<file path="config.mk">
export PLATFORM = sky130hd
export DESIGN_NAME = alu_regfile_datapath_flat
export DESIGN_NICKNAME = d
export VERILOG_FILES = /design/src/rtl/alu_regfile_datapath_if.sv /design/src/rtl/alu_regfile_datapath.sv /design/src/flat_wrapper.sv
export SDC_FILE = /design/constraint.sdc
export NUM_CORES = 2
export LEC_CHECK = 0
export ABC_AREA = 1
export CORE_MARGIN = 4
export CORE_UTILIZATION = 37
export DETAILED_ROUTE_END_ITERATION = 10
export PLACE_DENSITY = 0.51
export SLEW_MARGIN = 20
export SYNTH_ARGS = -nofsm -noshare
export SYNTH_HDL_FRONTEND = slang
export SYNTH_SLANG_ARGS = --single-unit
</file>
<file path="constraint.sdc">
create_clock -name clk -period 13.4 [get_ports clk]
set_input_delay 2.68 -clock clk [delete_from_list [all_inputs] [get_ports clk]]
set_output_delay 2.68 -clock clk [all_outputs]
set_load 0.05 [all_outputs]
</file>
<file path="src/rtl/alu_regfile_datapath_if.sv">
// Execute-stage bundle: operation request, combinational result and debug read port.
// The master drives the request and debug address; the slave returns out and dbg_data.
interface alu_regfile_datapath_if #(
  parameter int XLEN = 32,
  parameter int AW   = 5
);
  logic            we;
  logic [3:0]      op;
  logic [AW-1:0]   dst;
  logic [AW-1:0]   src1;
  logic [XLEN-1:0] val2;
  logic [XLEN-1:0] out;
  logic [AW-1:0]   dbg_addr;
  logic [XLEN-1:0] dbg_data;

  modport master (
    output we, op, dst, src1, val2, dbg_addr,
    input  out, dbg_data
  );

  modport slave (
    input  we, op, dst, src1, val2, dbg_addr,
    output out, dbg_data
  );
endinterface

</file>
<file path="src/rtl/alu_regfile_datapath.sv">
// Register file + combinational ALU with write-back on the rising edge; zero-latency result.
// No backpressure: one operation accepted every clock, no stalls or handshake.
module alu_regfile_datapath #(
  parameter int XLEN  = 32,
  parameter int NREGS = 32
) (
  input  logic                   clk,
  input  logic                   rst_n,
  alu_regfile_datapath_if.slave  bus
);
  localparam int SHW = $clog2(XLEN);

  typedef enum logic [3:0] {
    OP_ADD  = 4'd0,
    OP_SUB  = 4'd1,
    OP_SHL  = 4'd2,
    OP_SHR  = 4'd3,
    OP_SRA  = 4'd4,
    OP_AND  = 4'd5,
    OP_OR   = 4'd6,
    OP_XOR  = 4'd7,
    OP_SLT  = 4'd8,
    OP_SLTU = 4'd9
  } alu_op_e;

  logic [XLEN-1:0] rf [NREGS];
  logic [XLEN-1:0] opa;
  logic [XLEN-1:0] opb;
  logic [XLEN-1:0] res;
  logic [SHW-1:0]  shamt;

  // x0 is hardwired to zero on every read port; its storage is never written.
  assign opa          = (bus.src1 == '0) ? '0 : rf[bus.src1];
  assign bus.dbg_data = (bus.dbg_addr == '0) ? '0 : rf[bus.dbg_addr];
  assign opb          = bus.val2;
  assign shamt        = opb[SHW-1:0];

  always_comb begin
    res = '0;
    case (alu_op_e'(bus.op))
      OP_ADD:  res = opa + opb;
      OP_SUB:  res = opa - opb;
      OP_SHL:  res = opa << shamt;
      OP_SHR:  res = opa >> shamt;
      OP_SRA:  res = $signed(opa) >>> shamt;
      OP_AND:  res = opa & opb;
      OP_OR:   res = opa | opb;
      OP_XOR:  res = opa ^ opb;
      OP_SLT:  res = {{(XLEN-1){1'b0}}, ($signed(opa) < $signed(opb))};
      OP_SLTU: res = {{(XLEN-1){1'b0}}, (opa < opb)};
      default: res = '0;
    endcase
  end

  assign bus.out = res;

  // No write-to-read bypass: a same-cycle reader sees the pre-edge value.
  always_ff @(posedge clk or negedge rst_n) begin
    if (!rst_n) begin
      for (int i = 0; i < NREGS; i++) begin
        rf[i] <= '0;
      end
    end else if (bus.we && (bus.dst != '0)) begin
      rf[bus.dst] <= res;
    end
  end
endmodule

</file>
<file path="src/flat_wrapper.sv">
// flat-port wrapper written by rule: the top's interface ports become plain ports
module alu_regfile_datapath_flat 
#(
  parameter int XLEN  = 32,
  parameter int NREGS = 32
)
  (clk, rst_n, bus_we, bus_op, bus_dst, bus_src1, bus_val2, bus_dbg_addr, bus_out, bus_dbg_data);
  alu_regfile_datapath_if #(.XLEN(XLEN), .AW(5)) bus_i ();
  input  logic clk;
  input  logic rst_n;
  input wire logic [$bits(bus_i.we)-1:0] bus_we;
  input wire logic [$bits(bus_i.op)-1:0] bus_op;
  input wire logic [$bits(bus_i.dst)-1:0] bus_dst;
  input wire logic [$bits(bus_i.src1)-1:0] bus_src1;
  input wire logic [$bits(bus_i.val2)-1:0] bus_val2;
  input wire logic [$bits(bus_i.dbg_addr)-1:0] bus_dbg_addr;
  output wire logic [$bits(bus_i.out)-1:0] bus_out;
  output wire logic [$bits(bus_i.dbg_data)-1:0] bus_dbg_data;
  assign bus_i.we = bus_we;
  assign bus_i.op = bus_op;
  assign bus_i.dst = bus_dst;
  assign bus_i.src1 = bus_src1;
  assign bus_i.val2 = bus_val2;
  assign bus_i.dbg_addr = bus_dbg_addr;
  assign bus_out = bus_i.out;
  assign bus_dbg_data = bus_i.dbg_data;
  alu_regfile_datapath #(.XLEN(XLEN), .NREGS(NREGS)) u_core (.clk(clk), .rst_n(rst_n), .bus(bus_i));
endmodule
</file>
# After elaboration in Yosys (flattened, before gate mapping)
# Index checks and enable logic that the tools add are counted.
# W data, S select, Z words.
totals:
  regBits: 1024
  latch_bits: 0
  ramBits: 0
  rom_bits: 0
  inputBits: 54
  memories: 0
classes:
  addsub: 2
  multipliers: 0
  div_mod_pow: 0
  n_lt_le_gt_ge: 6
  eq_ne: 9
  n_shift: 3
  muxes: 12
  bitwise_logic: 6
  n_reduce_logical: 6
op_table:
  columns: ["op", "n"]
  rows:
  - ["$bwmux W1024", 1]
  - ["$bmux W32 S5", 2]
  - ["$pmux W32 S10", 1]
  - ["$mux W32", 7]
  - ["$demux W32 S5", 1]
  - ["$lt A32 B32 Y1", 2]
  - ["$add A32 B32 Y32", 1]
  - ["$and A32 B32 Y32", 1]
  - ["$or A32 B32 Y32", 1]
  - ["$shl A32 B5 Y32", 1]
  - ["$shr A32 B5 Y32", 1]
  - ["$sshr A32 B5 Y32", 1]
  - ["$sub A32 B32 Y32", 1]
  - ["$xor A32 B32 Y32", 1]
  - ["$ge A6 B6 Y1 const B", 3]
  - ["$not A5 Y6", 3]
  - ["$eq A4 B3 Y1 const B", 4]
  - ["$logic_not A5 Y1", 2]
  - ["$eq A4 B2 Y1 const B", 2]
  - ["$eq A4 B4 Y1 const B", 2]
  - ["$lt A6 B1 Y1 const B", 1]
  - ["$reduce_bool A5 Y1", 1]
  - ["$eq A4 B1 Y1 const B", 1]
  - ["$logic_not A4 Y1", 1]
  - ["$logic_and A1 B1 Y1", 2]

# Depth between registers and ports, before layout
logic_depth:
  word_depth: 8
  mapped_depth: 36
  ltp_nobuf: 29

# Least setup slack after synthesis
# OpenSTA, ideal clock, no wires.
synth_path:
  kind: "input-to-output"
  start: "input port bus_src1[0]"
  end: "output port bus_out[20]"
  t_arrival_ns: 6.171
  slack_ns: 4.549
  stages: 29
  path_buffers: 5
  cell_sequence: "buf_4 -> inv_6 -> buf_6 -> buf_6 -> buf_6 -> buf_4 -> nand2_1 -> nand3_1 -> nand2_1 -> a21oi_1 -> nor2_1 -> nand2_1 -> nand3_2 -> inv_1 -> ha_1 -> inv_1 -> fa_1 -> nor2_1 -> o21ai_0 -> nand2_1 -> nand4_1 -> nand2_1 -> a21oi_1 -> nor2_1 -> o21ai_0 -> nand2_1 -> o21ai_0 -> nand3b_1 -> or2_2"
synth_via:
  elab_chain_len: 7
synth_rtl:
  columns: ["element", "line_no", "source"]
  rows:
  - ["from (decl)", "flat_wrapper.sv:14", "input wire logic [$bits(bus_i.src1)-1:0] bus_src1;"]
  - ["$not A5 Y6 (not written as such)", "alu_regfile_datapath.sv:33", "assign opa = (bus.src1 == '0) ? '0 : rf[bus.src1];"]
  - ["$bmux W32 S5", "alu_regfile_datapath.sv:33", null]
  - ["$mux W32 (not written as such) (2 in a row)", "alu_regfile_datapath.sv:33", null]
  - ["$mux W32 (*)", "alu_regfile_datapath.sv:33", null]
  - ["$sub A32 B32 Y32 (tied with other cells)", "alu_regfile_datapath.sv:42", "OP_SUB: res = opa - opb;"]
  - ["$pmux W32 S10 (*)", "alu_regfile_datapath.sv:40", "case (alu_op_e'(bus.op))"]
  - ["to (decl)", "flat_wrapper.sv:17", "output wire logic [$bits(bus_i.out)-1:0] bus_out;"]
# Every way passes the cells marked *; elsewhere a longest branch is shown, timed or not. The select of a mux whose other input is x is not followed.

# Final worst setup path
layout_path:
  start: "input port bus_src1[0]"
  end: "output port bus_out[14]"
# Same word-level chain as after synthesis.

==> results.yml <==
final_layout:
  area_delta_synth_final_pct: 8.95
  design_area_sq_mm: 0.0733
  register_area_sq_mm: 0.0256
  post_layout_nonfiller_instances: 12500
  fill_cells: 19100
  fin_util: 0.406
  largest_reg_flops: 1024
  multi_input_area_sq_mm: 0.0368
  drive_gt1_frac: 0.0506
  top_register: "u_core.rf"
  largestRegisters: "u_core.rf: 1024 flops"
  fin_nets: 10100
logic_synthesis:
  yosys_most_used_dff: "dfrtp_1"
  synth_edf_count: 0
  synthesis.area_sq_mm: 0.0673
  async_reset_ff_frac: 1.00
  netlist_instances: 10400
  ys_ff_latch: 1024
  ys_warn_count: 0
  syn_avg_cell_area_sq_um: 6.47
  synth_cell_types: 53
  synth-seq-area-share: 0.381
  synth_nets: 10600
power:
  p_clk_frac: 0.358
  switching_share: 0.356
  p_comb_frac: 0.238
  power.density_mw_per_mm2: 131
  internal-power_mw: 6.18
  power_mw: 9.60
  power_frac_seq: 0.404
  p_sw_mw: 3.42
  total_leakage_power_nw: 37.0
  vdd_ir_drop_max_v: 0.000103
grt:
  overflow: 0
  first_global_vias: 68900
  grt_usage: 0.329
  grt_use_met3: 0.0460
  busiest_layer: "met2"
  grt_pass1_wl_mm: 469
  antenna_found_initial: 7
  gr-usage-met2: 0.510
  grt_use_met1: 0.458
  grt_max_degree: 190
clock_tree:
  cts.path.max_buffers: 3
  post_cts_buffers: 0
  cts_hold_buf: 0
  postCtsResizedCells: 0
  worstSkewPairLatency_ns: 0.79
  htreeDepth: 3
  cts_root_buf: "clkbuf_16"
  clkTransAtPathRegs_ns: 0.06
  cts.sinks: 1024
  cts_tree: "built"
  numCtsBuffers: 118
floorplan:
  core_sq_mm: 0.181
  io_pins: 118
  die_area_sq_mm: 0.189
  die_w_um: 434
  fp.dieH_um: 434
  rows: 156
  initial_utilization: 0.372
setup_path:
  reg2regPathDepth: 21
  worstSetupPathType: "in -> out"
  cp-start-kind: "input port"
  critPathCaptureType: "output port"
  worst-path-buf-inv: 7
  r2r_slack_ns: 7.82
  path_cells: "buf_8 -> clkinv_16 -> buf_4 -> nand2_1 -> nand3_1 -> nand2_1 -> nand2_1 -> nand3_1 -> nand3b_1 -> nand3_2 -> inv_1 -> ha_1 -> inv_1 -> nand2_1 -> o21ai_0 -> a21oi_1 -> o21ai_0 -> buf_4 -> nand2_1 -> nand2_1 -> a21oi_1 -> a21oi_1 -> nand2_2 -> clkdlybuf4s50_1"
  path_common_cell: "nand2_1"
  timing.rr.start: "u_core.rf[725]$_DFFE_PN0P_"
  worstPathArrival_ns: 9.35
  reg2reg_to: "u_core.rf[985]$_DFFE_PN0P_"
  crit_path_max_fanout: 189
  critical_path.top_delay_family: "buffers and inverters"
  path_depth: 24
  worstPathRequired_ns: 10.72
  slowest_delay_ns: 0.93
  crit_slowest_cell: "clkdlybuf4s50_1"
drt:
  dr.pass1.iters: 9
  wl_per_cell_um: 25.5
  vias: 72000
  drc: 0
  drtIter0Drc: 9327
  wl_mm: 318
  vias_per_cell: 5.78
  antenna_left: 0
sta:
  rsz0062_at_grt: "no"
  max_slew_margin: 0.237
  setup_tns_ns: 0
  setup_ws_ns: 1.37
  tightest_slew_ns: 1.15
  period_share: 0.898
  hold_slack_ns: 0.404
  hold_viol_final: 0
  fmax_mhz: 83.1
  setup_viol: 0
  final_max_slew_viol_count: 0
  fin_skew_ns: 0.0508
  period_minus_slack_ns: 12.03
min_path:
  holdPathStages: 0
  min_to: "u_core.rf[1017]$_DFFE_PN0P_"
  min_path_type: "reg -> reg"
  min_from: "u_core.rf[1017]$_DFFE_PN0P_"
placement:
  io_buffers: 117
  routabilityCongestion: 0.939
  placed_area_sq_mm: 0.0692
  dp.cells: 12200
  dp_hpwl_mm: 196
  place_ws_ns: 1.54
run_status:
  status: "completed"
flow_run:
  cap_violations: 0
[per-layer routing]
layer | vias up | share of wire
met5 | - | 0.000085
met4 | 4 | 0.047
met3 | 710 | 0.084
met2 | 3833 | 0.44
met1 | 34700 | 0.43
li1 | 32700 | -
[layout make-up]
class | count | share of cell area
multi-input cells | 8271 | 0.502
flip-flops and latches | 1024 | 0.350
clock buffers | 176 | 0.0485
well taps | 2370 | 0.0405
repair buffers | 306 | 0.0390
inverters | 260 | 0.0141
clock inverters | 44 | 0.00686
diodes | 1 | 0.0000341
[how the worst max path moves through the flow]
stage | startpoint | to
3_5_place_dp | bus_src1[0] | bus_out[18]
6_report | bus_src1[0] | bus_out[14]
2_1_floorplan | bus_src1[0] | bus_out[20]
3_3_place_gp | bus_src1[0] | bus_out[18]
5_1_grt | bus_src1[0] | bus_out[18]
4_1_cts | bus_src1[0] | bus_out[18]
[kinds of logic after synthesis]
group / after synthesis / synth area share
adder cells (fa/ha/maj): 102 / 0.0192
buffers and inverters: 1106 / 0.0759
flip-flops: 1024 / 0.381
AND/OR/NAND/NOR: 6904 / 0.413
XOR/XNOR: 3 / 0.000391
AO/OA/AOI/OAI: 1262 / 0.111
[power groups by stage]
| stage | Clock (mW) | Combinational, mW | Sequential, mW |
|---|---|---|---|
| 2_1_floorplan | 0 | 1.53 | 3.81 |
| 3_3_place_gp | 0 | 2.23 | 3.91 |
| 3_5_place_dp | 0 | 2.26 | 3.91 |
| 4_1_cts | 3.48 | 2.26 | 3.86 |
| 5_1_grt | 3.60 | 2.52 | 3.93 |
| 6_report | 3.44 | 2.28 | 3.88 |
[layout by cell type, fill, tap and decap left out, types with 7 or more instances in the layout]
master,n
clkbuf_16,119
bufinv_16,8
o211ai_1,7
nand4_1,20
a31oi_1,41
ha_1,100
nand2_1,4753
a21o_1,8
a21oi_1,206
buf_12,22
nor4_1,8
o221ai_1,193
dfrtp_1,1024
nand2_2,24
clkdlybuf4s50_1,102
o21ai_0,633
o21ai_1,33
nand3_2,27
clkbuf_8,36
nor2_1,831
nor3_1,22
clkinv_2,27
o311ai_0,17
a221oi_1,17
nand3_1,1170
nor2_4,25
inv_1,244
o21bai_1,10
clkbuf_1,21
buf_4,171
o22ai_1,78
[synthesized netlist by cell type, drive strengths merged, types with 3 or more instances]
master	number	area [sq um]
a211oi	4	30.0
a21o	8	60.1
a21oi	208	1050
a221oi	17	149
a31oi	41	257
buf	379	2370
clkbuf	467	1750
clkinv	3	11.3
dfrtp	1024	25600
ha	100	1250
inv	257	970
nand2	4777	18000
nand3	1197	6120
nand3b	8	67.6
nand4	24	175
nor2	857	3220
nor3	24	120
nor4	8	50.1
o211ai	8	65.1
o21ai	666	3330
o21bai	10	75.1
o221ai	193	1690
o22ai	78	488
o311ai	17	149
or2	5	31.3
No activity file was read; power rests on OpenSTA's default activity.
